<file path="src/rtl/dma_arb_if.sv">
// Requester-side and engine-register-side signals of the DMA engine arbiter.
// The master modport is the arbiter. The slave modport is the requesters plus the engine.
interface dma_arb_if;
  logic [3:0]  req;
  logic [71:0] rq_addr;
  logic [7:0]  rq_ctrl;
  logic [63:0] rq_wdata;
  logic [3:0]  ack;
  logic [15:0] rsp_rdata;
  logic        rsp_fail;
  logic        busy;
  logic [1:0]  cur_grant;
  logic        sl_write;
  logic [2:0]  sl_waddr;
  logic [31:0] sl_wdata;
  logic [2:0]  sl_raddr;
  logic [31:0] sl_rdata;

  modport master (
    input  req, rq_addr, rq_ctrl, rq_wdata, sl_rdata,
    output ack, rsp_rdata, rsp_fail, busy, cur_grant,
           sl_write, sl_waddr, sl_wdata, sl_raddr
  );

  modport slave (
    output req, rq_addr, rq_ctrl, rq_wdata, sl_rdata,
    input  ack, rsp_rdata, rsp_fail, busy, cur_grant,
           sl_write, sl_waddr, sl_wdata, sl_raddr
  );
endinterface

</file>
<file path="src/rtl/dma_arb.sv">
// Round-robin arbiter sharing the switch/light DMA engine among four requesters.
// Each transfer runs lock -> data -> start -> poll -> fetch -> unlock.
module dma_arb #(
  parameter logic [31:0] LOCKKEY = 32'h41524231,
  parameter int          RETRY   = 64,
  parameter int          WDOG    = 4095
) (
  input logic       CLOCK,
  input logic       RESET,
  dma_arb_if.master bus
);
  localparam int BO_W = $clog2(RETRY + 1);
  localparam int WD_W = $clog2(WDOG + 1);

  typedef enum logic [3:0] {
    IDLE, LOCK, LCHK, BACKOFF, LDAT, START, SETTLE, POLL, FETCH, UNLK
  } state_t;

  state_t          state, state_n;
  logic [1:0]      ptr, ptr_n, grant, grant_n;
  logic [BO_W-1:0] bo_cnt, bo_n;
  logic [WD_W-1:0] wd_cnt, wd_n;
  logic            fail_q, fail_n;
  logic            take;
  logic [17:0]     addr_q;
  logic [1:0]      ctrl_q;
  logic [15:0]     wdata_q;
  logic [3:0]      ack_q, ack_n;
  logic [15:0]     rdata_q, rdata_n;
  logic            rfail_q, rfail_n;
  logic            busy_q, busy_n;
  logic            wr_q, wr_n;
  logic [2:0]      waddr_q, waddr_n, raddr_q, raddr_n;
  logic [31:0]     wdat_q, wdat_n;
  logic [1:0]      pick, idx;
  logic            found;

  always_comb begin
    pick  = ptr;
    idx   = ptr;
    found = 1'b0;
    for (int i = 0; i < 4; i++) begin
      idx = ptr + 2'(i);
      if (!found && bus.req[idx]) begin
        pick  = idx;
        found = 1'b1;
      end
    end
  end

  always_comb begin
    state_n = state;
    ptr_n   = ptr;
    grant_n = grant;
    bo_n    = bo_cnt;
    wd_n    = wd_cnt;
    fail_n  = fail_q;
    rdata_n = rdata_q;
    take    = 1'b0;
    unique case (state)
      IDLE: if (found) begin
        grant_n = pick;
        take    = 1'b1;
        state_n = LOCK;
      end
      LOCK: state_n = LCHK;
      LCHK: if (bus.sl_rdata == LOCKKEY) state_n = LDAT;
            else begin
              bo_n    = BO_W'(RETRY);
              state_n = BACKOFF;
            end
      BACKOFF: begin
        bo_n = bo_cnt - BO_W'(1);
        if (bo_cnt <= BO_W'(1)) state_n = LOCK;
      end
      LDAT: state_n = START;
      START: begin
        wd_n    = '0;
        state_n = SETTLE;
      end
      SETTLE: state_n = POLL;
      POLL: if (bus.sl_rdata[31:29] == 3'd0) begin
              fail_n  = bus.sl_rdata[28];
              state_n = FETCH;
            end else if (wd_cnt == WD_W'(WDOG)) begin
              fail_n  = 1'b1;
              state_n = UNLK;
            end else begin
              wd_n = wd_cnt + WD_W'(1);
            end
      FETCH: begin
        if (!ctrl_q[1]) rdata_n = bus.sl_rdata[15:0];
        state_n = UNLK;
      end
      UNLK: begin
        ptr_n   = grant + 2'd1;
        state_n = IDLE;
      end
      default: state_n = IDLE;
    endcase

    // Outputs are registered, so they are decoded from the state being entered.
    wr_n    = 1'b0;
    waddr_n = waddr_q;
    wdat_n  = wdat_q;
    raddr_n = 3'd0;
    ack_n   = 4'd0;
    rfail_n = rfail_q;
    busy_n  = (state_n != IDLE);
    case (state_n)
      LOCK: begin
        wr_n    = 1'b1;
        waddr_n = 3'd5;
        wdat_n  = LOCKKEY;
      end
      LCHK: raddr_n = 3'd5;
      LDAT: if (ctrl_q[1]) begin
        wr_n    = 1'b1;
        waddr_n = 3'd4;
        wdat_n  = {16'h0, wdata_q};
      end
      START: begin
        wr_n    = 1'b1;
        waddr_n = 3'd3;
        wdat_n  = {2'b00, 1'b1, 1'b0, ctrl_q, 8'h00, addr_q};
      end
      POLL:  raddr_n = 3'd3;
      FETCH: raddr_n = 3'd4;
      UNLK: begin
        wr_n    = 1'b1;
        waddr_n = 3'd5;
        wdat_n  = LOCKKEY;
        ack_n   = 4'b0001 << grant_n;
        rfail_n = fail_n;
      end
      default: ;
    endcase
  end

  always_ff @(posedge CLOCK) begin
    if (RESET) begin
      state   <= IDLE;
      ptr     <= 2'd0;
      grant   <= 2'd0;
      bo_cnt  <= '0;
      wd_cnt  <= '0;
      fail_q  <= 1'b0;
      ack_q   <= 4'd0;
      rdata_q <= 16'h0;
      rfail_q <= 1'b0;
      busy_q  <= 1'b0;
      wr_q    <= 1'b0;
      waddr_q <= 3'd0;
      wdat_q  <= 32'h0;
      raddr_q <= 3'd0;
    end else begin
      state   <= state_n;
      ptr     <= ptr_n;
      grant   <= grant_n;
      bo_cnt  <= bo_n;
      wd_cnt  <= wd_n;
      fail_q  <= fail_n;
      ack_q   <= ack_n;
      rdata_q <= rdata_n;
      rfail_q <= rfail_n;
      busy_q  <= busy_n;
      wr_q    <= wr_n;
      waddr_q <= waddr_n;
      wdat_q  <= wdat_n;
      raddr_q <= raddr_n;
    end
  end

  always_ff @(posedge CLOCK) begin
    if (take) begin
      addr_q  <= bus.rq_addr[int'(pick)*18 +: 18];
      ctrl_q  <= bus.rq_ctrl[int'(pick)*2 +: 2];
      wdata_q <= bus.rq_wdata[int'(pick)*16 +: 16];
    end
  end

  assign bus.ack       = ack_q;
  assign bus.rsp_rdata = rdata_q;
  assign bus.rsp_fail  = rfail_q;
  assign bus.busy      = busy_q;
  assign bus.cur_grant = grant;
  assign bus.sl_write  = wr_q;
  assign bus.sl_waddr  = waddr_q;
  assign bus.sl_wdata  = wdat_q;
  assign bus.sl_raddr  = raddr_q;
endmodule
</file>
<file path="src/flat_wrapper.sv">
// flat-port wrapper written by rule: the top's interface ports become plain ports
module dma_arb_flat 
#(
  parameter logic [31:0] LOCKKEY = 32'h41524231,
  parameter int          RETRY   = 64,
  parameter int          WDOG    = 4095
)
  (CLOCK, RESET, bus_req, bus_rq_addr, bus_rq_ctrl, bus_rq_wdata, bus_sl_rdata, bus_ack, bus_rsp_rdata, bus_rsp_fail, bus_busy, bus_cur_grant, bus_sl_write, bus_sl_waddr, bus_sl_wdata, bus_sl_raddr);
  dma_arb_if bus_i ();
  input logic CLOCK;
  input logic RESET;
  input wire logic [$bits(bus_i.req)-1:0] bus_req;
  input wire logic [$bits(bus_i.rq_addr)-1:0] bus_rq_addr;
  input wire logic [$bits(bus_i.rq_ctrl)-1:0] bus_rq_ctrl;
  input wire logic [$bits(bus_i.rq_wdata)-1:0] bus_rq_wdata;
  input wire logic [$bits(bus_i.sl_rdata)-1:0] bus_sl_rdata;
  output wire logic [$bits(bus_i.ack)-1:0] bus_ack;
  output wire logic [$bits(bus_i.rsp_rdata)-1:0] bus_rsp_rdata;
  output wire logic [$bits(bus_i.rsp_fail)-1:0] bus_rsp_fail;
  output wire logic [$bits(bus_i.busy)-1:0] bus_busy;
  output wire logic [$bits(bus_i.cur_grant)-1:0] bus_cur_grant;
  output wire logic [$bits(bus_i.sl_write)-1:0] bus_sl_write;
  output wire logic [$bits(bus_i.sl_waddr)-1:0] bus_sl_waddr;
  output wire logic [$bits(bus_i.sl_wdata)-1:0] bus_sl_wdata;
  output wire logic [$bits(bus_i.sl_raddr)-1:0] bus_sl_raddr;
  assign bus_i.req = bus_req;
  assign bus_i.rq_addr = bus_rq_addr;
  assign bus_i.rq_ctrl = bus_rq_ctrl;
  assign bus_i.rq_wdata = bus_rq_wdata;
  assign bus_i.sl_rdata = bus_sl_rdata;
  assign bus_ack = bus_i.ack;
  assign bus_rsp_rdata = bus_i.rsp_rdata;
  assign bus_rsp_fail = bus_i.rsp_fail;
  assign bus_busy = bus_i.busy;
  assign bus_cur_grant = bus_i.cur_grant;
  assign bus_sl_write = bus_i.sl_write;
  assign bus_sl_waddr = bus_i.sl_waddr;
  assign bus_sl_wdata = bus_i.sl_wdata;
  assign bus_sl_raddr = bus_i.sl_raddr;
  dma_arb #(.LOCKKEY(LOCKKEY), .RETRY(RETRY), .WDOG(WDOG)) u_core (.CLOCK(CLOCK), .RESET(RESET), .bus(bus_i));
endmodule
</file>
<file path="config.mk">
export PLATFORM = sky130hd
export DESIGN_NAME = dma_arb_flat
export DESIGN_NICKNAME = d
export VERILOG_FILES = /design/src/rtl/dma_arb_if.sv /design/src/rtl/dma_arb.sv /design/src/flat_wrapper.sv
export SDC_FILE = /design/constraint.sdc
export NUM_CORES = 1
export LEC_CHECK = 0
export CORE_MARGIN = 3
export CORE_UTILIZATION = 36
export DETAILED_ROUTE_END_ITERATION = 6
export PLACE_DENSITY = 0.82
export SYNTH_ARGS = -nofsm -noshare
export SYNTH_HDL_FRONTEND = slang
export SYNTH_SLANG_ARGS = --single-unit
</file>
<file path="constraint.sdc">
create_clock -name CLOCK -period 2.2 [get_ports CLOCK]
set_input_delay 0.22 -clock CLOCK [delete_from_list [all_inputs] [get_ports CLOCK]]
set_output_delay 0.22 -clock CLOCK [all_outputs]
set_load 0.02 [all_outputs]
</file>
==> results.ini, run 1 <==
[placed_design]
io_buffers=237
placed_cell_area_um2=8670
gp_congestion=0.873
hpwl_mm=14.0

[grt]
grt_pass1_wl_mm=27.5
track_usage_pct=21.1
grt_use_met3_pct=5.41
grtUsageMet1_pct=25.1
busiest_layer=met2
grt_pass1_vias=5242
grt_overflow_total=0
antenna_found_initial=0
grt_use_met2_pct=36.4
grt_max_degree=38

[yosys]
synth.area.mux_share_pct=17.8
synthXorXnorAreaFrac_pct=1.71
avgSynthCellArea_um2=11.0
synth_simple_gate_area_share_pct=15.5
synthAdderAreaFrac_pct=0.668
synth-compound-area-share_pct=11.2
synth_top_family_by_area=multiplexers
synth.distinct_cells=62
yosysWarnings=0
synth-edff-count=36
synthCells=509
async_flop_share_pct=0
synth_seq_area_share_pct=47.0
synth_seq_cells=114
syn_area_um2=5620
synthFlopType=dfxtp_1

[clock_tree]
clock-sinks=114
cts_tree=built
hold_buffers=0
numCtsBuffers=17
root_buffer=clkbuf_16
path_clk_slew_ps=50
insertion_delay_ps=420
cts_max_level=4
clockBufferDepth=2

[layout]
syn2layout_area_growth_pct=68.2
antenna_cells=0
final_layout_size_suffix_gt1_share_pct=21.9
nets=995
final_cell_area_um2=9450

[status]
outcome=complete, no violations

[worst_setup_path]
cp.arrival_ps=2440
start_kind=input port
end_kind=register
crit_required_ps=2510
crit_type=input port to register
critPathMaxFanout=14

[die]
dieArea_um2=17100
initial_core_util_pct=36.8
coreArea_um2=15300
pin_count=245
row_count=45
die_x_um=131
die_h_um=131

[timing]
final_hold_viol_count=0
min_period_over_period_pct=97.2
period_minus_slack_ps=2140
tns_ps=0
slew_headroom_pct=55.7
fmax_mhz=468
maxSlewViolCount=0
setup_violations=0
clock-skew-final_ps=16.5
tightestPinTransition_ps=663

[pwr]
peakVddDrop_mv=0.689
leakage_nw=3.52
power_density_nw_per_um2=980

[drt]
via_per_inst=5.08
dr.pass1.iters=4
ant_nets=0
drc=0
wl_mm=18.6
wl_per_cell_um=18.0
drtIter0Drc=272
num_vias=5252

[flow_run]
cap_violations=0

[hold_path]
worstHoldPathType=input port to register

-- worst paths after layout --
kind	startpoint	slack [ps]	cells after the start	endpoint
hold reg to reg	u_core.bus.sl_wdata[13]	480	1	u_core.bus.sl_wdata[13]
setup reg to reg	u_core.state[1]	90	8	u_core.bus.sl_wdata[2]
setup / recovery	bus_sl_rdata[12]	60	8	u_core.bus.sl_wdata[2]
hold / removal	RESET	200	2	u_core.wd_cnt[0]
-- logic make-up (layout without fill, tap and decap cells) --
| logic type | count (synthesis) | in the layout |
|---|---|---|
| AO/OA/AOI/OAI | 83 | 83 |
| multiplexers | 55 | 55 |
| adder cells (fa/ha/maj) | 3 | 3 |
| buffers and inverters | 68 | 375 |
| XOR/XNOR | 11 | 11 |
| AND/OR/NAND/NOR | 174 | 175 |
| other | 1 | 7 |
| flip-flops | 114 | 114 |
-- synthesized netlist by cell type (2+ instances only) --
cell	number	share of area, %
o311ai_0	3	0.47
o21a_1	12	1.6
a2bb2oi_1	2	0.31
clkbuf_1	14	0.94
a211oi_1	4	0.53
buf_4	12	1.6
xor2_1	10	1.6
o22a_2	6	1.1
nor4_1	2	0.22
nor2_1	61	4.1
and4_1	2	0.31
nor3_1	24	2.1
nand2_1	28	1.9
mux4_2	36	14
mux2i_1	19	3.4
o221a_2	2	0.40
or3_1	2	0.22
edfxtp_1	36	19
and2_1	5	0.56
o21ai_0	3	0.27
nor4b_1	5	0.78
a31oi_1	4	0.45
nand3b_1	2	0.27
a21oi_1	18	1.6
buf_6	2	0.40
a311oi_1	4	0.62
or4_1	4	0.53
o32a_1	3	0.53
nand4_1	7	0.78
buf_2	10	0.89
nor4bb_1	3	0.53
ha_1	3	0.67
o22a_1	5	0.78
nor2b_1	3	0.33
o31ai_1	3	0.40
inv_1	29	1.9
and3_1	5	0.56
o21bai_1	2	0.27
dfxtp_1	78	28
nand3_1	14	1.2
-- placed cells by master, fill, tap and decap left out, types with 7 or more instances in the layout --
cell type and count:
a21oi_1 18, buf_4 68, clkbuf_16 19, clkdlybuf4s50_1 233, clkinv_2 8, conb_1 7, dfxtp_1 76, edfxtp_1 36
inv_1 28, mux2i_1 19, mux4_2 36, nand2_1 28, nand3_1 14, nand4_1 7, nor2_1 58, nor3_1 23
o21a_1 12, xor2_1 10
-- timing repair --
item	CTS	global route
cloned	0	2
pin swaps	4	11
resized for setup	6	22
buffers inserted	1	6
endpoints found under the hold margin	0	0
setup endpoints to repair	53	64
-- stage by stage --
step	worst slack, ps	std cells	total power [mW]	hold WS, ps	utilization, %
global route	-37.7	1034	9.66	195	62.0
finish	61.1	1034	9.26	198	62.0
global placement	-424	993	6.23	463	56.8
detailed placement	-508	993	6.29	469	56.8
floorplan	87.4	515	4.76	344	-
CTS	-28.5	1026	9.04	182	60.8
-- state kept, by name, summed over array words and instances, names as in the netlist --
register              cells
u_core.bus.sl_wdata      21
u_core.addr_q            18
u_core.bus.rsp_rdata     16
u_core.wdata_q           16
u_core.wd_cnt            12
u_core.bo_cnt             7
u_core.bus.ack            4
u_core.state              4
u_core.bus.sl_raddr       3
u_core.bus.sl_waddr       3
u_core.bus.cur_grant      2
u_core.ctrl_q             2
u_core.ptr                2
u_core.bus.busy           1
u_core.bus.rsp_fail       1
u_core.bus.sl_write       1
u_core.fail_q             1
-- critical path: stages --
cell and delay (ps):
clkdlybuf4s50_1 440, nor4b_1 400, nand4_1 230, buf_4 210, or3_1 350, buf_4 200, o21a_1 200, o22a_1 180
-- area by class of cell --
class | instances | area, um2
clock buffers | 20 | 468
clock inverters | 12 | 113
fillers | 1175 | 5800
inverters | 29 | 113
multi-input cells | 334 | 2820
flip-flops and latches | 114 | 2650
well taps | 211 | 264
repair buffers | 314 | 3040
-- report_power, final --
group	internal, mW	total (mW)	leakage [nW]	switching (mW)
clock network	1.74	2.68	0.295	0.944
logic	1.77	3.47	2.24	1.70
registers	2.80	3.11	0.989	0.303
total	6.31	9.26	3.52	2.95
-- metal layers --
| metal | up-vias | share of wire [%] |
|---|---|---|
| li1 | 2501 | - |
| met1 | 2505 | 38 |
| met4 | 0 | 2.6 |
| met2 | 215 | 53 |
| met3 | 31 | 5.7 |
| met5 | - | 0 |
Power figures use the tool's default switching activity.
==> run 2, diff against run 1 <==
CORE_MARGIN = 1   (was 3)
PLACE_DENSITY = 0.79   (was 0.82)
clock period = 2.77 ns   (was 2.2 ns; I/O delays follow)
==> run 2 against run 1 <==
  * Register-to-register slack better by 280 ps
  * Sequential share of layout area grew 2.0 points
  * Largest cell class is now multi-input gates
  * Sequential power fell by 21%
  * Global-route usage fell by 0.81 points
  * First-iteration DRC count decreased by 18%
  * Non-clock buffer count fell by 62
  * Critical path depth is 3 lower
  * Combinational power decreased by 34%
==> results.ini, run 2 (synthesis results as in run 1) <==
[clock_tree]
numCtsBuffers=17  ; unchanged
post-cts-setup-buffers=0  ; was 1
cts.repair.resized=0  ; was 6
cts_max_level=4  ; unchanged
root_buffer=clkbuf_16  ; unchanged
cts_tree=built  ; unchanged
clockBufferDepth=2  ; unchanged
insertion_delay_ps=410  ; was 420 ps
clock-sinks=114  ; unchanged
hold_buffers=0  ; unchanged
path_clk_slew_ps=50  ; about the same

[worst_setup_path]
critical-path-slowest-cell=nor2_4  ; was clkdlybuf4s50_1
path_buf_inv=1  ; was 3
crit_type=register to register  ; was input port to register
max_stage_delay_ps=810  ; was 440 ps
path_depth=5  ; was 8
start_kind=register  ; was input port
path_delay_family=simple AND/OR/NAND/NOR gates  ; unchanged
critPathLaunch=u_core.ptr[1]  ; was bus_sl_rdata[12]
critPathMaxFanout=37  ; was 14
r2r_start=u_core.ptr[1]  ; was u_core.state[1]
path_cells=inv_1, a21oi_1, o22ai_1, nor2_4, mux4_2  ; was clkdlybuf4s50_1, nor4b_1, nand4_1, buf_4, or3_1, buf_4, o21a_1, o22a_1
r2r_cells=5  ; was 8
end_kind=register  ; unchanged
cp.arrival_ps=2540  ; was 2440 ps
crit_required_ps=2910  ; was 2510 ps

[drt]
dr.pass1.iters=4  ; unchanged
wl_mm=16.1  ; was 18.6 mm
wl_per_cell_um=17.0  ; was 18.0 um
drc=0  ; unchanged
num_vias=4906  ; was 5252
drtIter0Drc=223  ; was 272
ant_nets=0  ; unchanged
via_per_inst=5.18  ; was 5.08

[grt]
grt_pass1_vias=4757  ; was 5242
antenna_found_initial=0  ; unchanged
grt_pass1_wl_mm=24.9  ; was 27.5 mm
grt_overflow_total=0  ; unchanged
track_usage_pct=20.3  ; was 21.1%
grt_max_degree=38  ; unchanged

[timing]
final_hold_viol_count=0  ; unchanged
tns_ps=0  ; unchanged
min_period_over_period_pct=86.5
setup_violations=0  ; unchanged
clock-skew-final_ps=14.1  ; was 16.5 ps
maxSlewViolCount=0  ; unchanged
tightestPinTransition_ps=1030  ; was 663 ps
grt_setup_unrepaired=no
fmax_mhz=417
slew_headroom_pct=31.5  ; was 55.7%
period_minus_slack_ps=2400

[die]
initial_core_util_pct=37.0  ; was 36.8%
row_count=45  ; unchanged
die_h_um=127  ; was 131 um
coreArea_um2=15200  ; was 15300 um2
pin_count=245  ; unchanged
die_x_um=127  ; was 131 um
dieArea_um2=16100  ; was 17100 um2

[layout]
largest_reg_flops=21  ; unchanged
multi_input_area_um2=2720  ; was 2820 um2
regArea_um2=2640  ; was 2650 um2
n_fill_cell=1272  ; was 1175
mostFrequentLayoutCell=clkdlybuf4s50_1  ; unchanged
syn2layout_area_growth_pct=56.8  ; was 68.2%
final_layout_size_suffix_gt1_share_pct=13.4  ; was 21.9%
layout_common_cells=clkdlybuf4s50_1, dfxtp_1, nor2_1  ; was clkdlybuf4s50_1, dfxtp_1, buf_4
final_cell_area_um2=8810  ; was 9450 um2
nets=932  ; was 995
antenna_cells=0  ; unchanged

[pwr]
leakage_nw=3.17  ; was 3.52 nW
power_density_nw_per_um2=785  ; was 980 nW/um2
peakVddDrop_mv=0.634  ; was 0.689 mV

[status]
outcome=complete, no violations  ; unchanged

[placed_design]
hpwl_mm=12.5  ; was 14.0 mm
io_buffers=237  ; unchanged
placed_cell_area_um2=8190  ; was 8670 um2
gp_congestion=0.841  ; was 0.873

[hold_path]
hold_depth=2  ; unchanged
worstHoldPathType=input port to register  ; unchanged
hp-start=RESET  ; unchanged

[flow_run]
cap_violations=0  ; unchanged

## run 2: path summary, 6_finish.rpt
kind | endpoint | slack (ps)
min | u_core.bo_cnt[1] | 310
max | u_core.wdata_q[2] | 370
min reg2reg | u_core.bus.sl_wdata[8] | 480
max reg2reg | u_core.wdata_q[2] | 370
## run 2: per-layer routing
metal | global-route usage, % | up-vias | routed length [um]
li1 | - | 2371 | -
met1 | 24.6 | 2338 | 6530
met2 | 35.0 | 171 | 8430
met3 | 4.43 | 26 | 777
met4 | 8.47 | 0 | 378
met5 | 0 | - | 0
## run 2: stage by stage
step	utilization (%)	std cells	hold WS [ps]	power [mW]	worst slack, ps
after global routing	58.0	948	320	7.24	185
after CTS	57.8	948	288	6.97	130
final	58.0	948	309	6.91	373
after detailed placement	53.9	916	474	4.77	-65.9
after floorplan	-	515	401	3.77	522
after global placement	53.9	916	464	4.74	-36.3
## run 2: layout make-up
type                       instances  share of cell area [%]
tap                              188                    2.67
clock buffer                      23                    5.65
multi-input combinational        333                    30.9
clock inverter                     9                    1.16
sequential                       114                    30.0
inverter                          29                    1.24
timing repair buffer             252                    28.4
## run 2: where the power goes
part           leakage [nW]  switching [mW]  internal [mW]
sequential            0.988           0.237           2.23
combinational          1.89            1.19           1.08
clock                 0.299           0.737           1.44
total                  3.17            2.17           4.75
==> run 3, diff against run 2 <==
CAP_MARGIN = 0   (was unset)
==> results of run 3 <==
The final DEF is identical to that of run 2; final timing and power are the same.
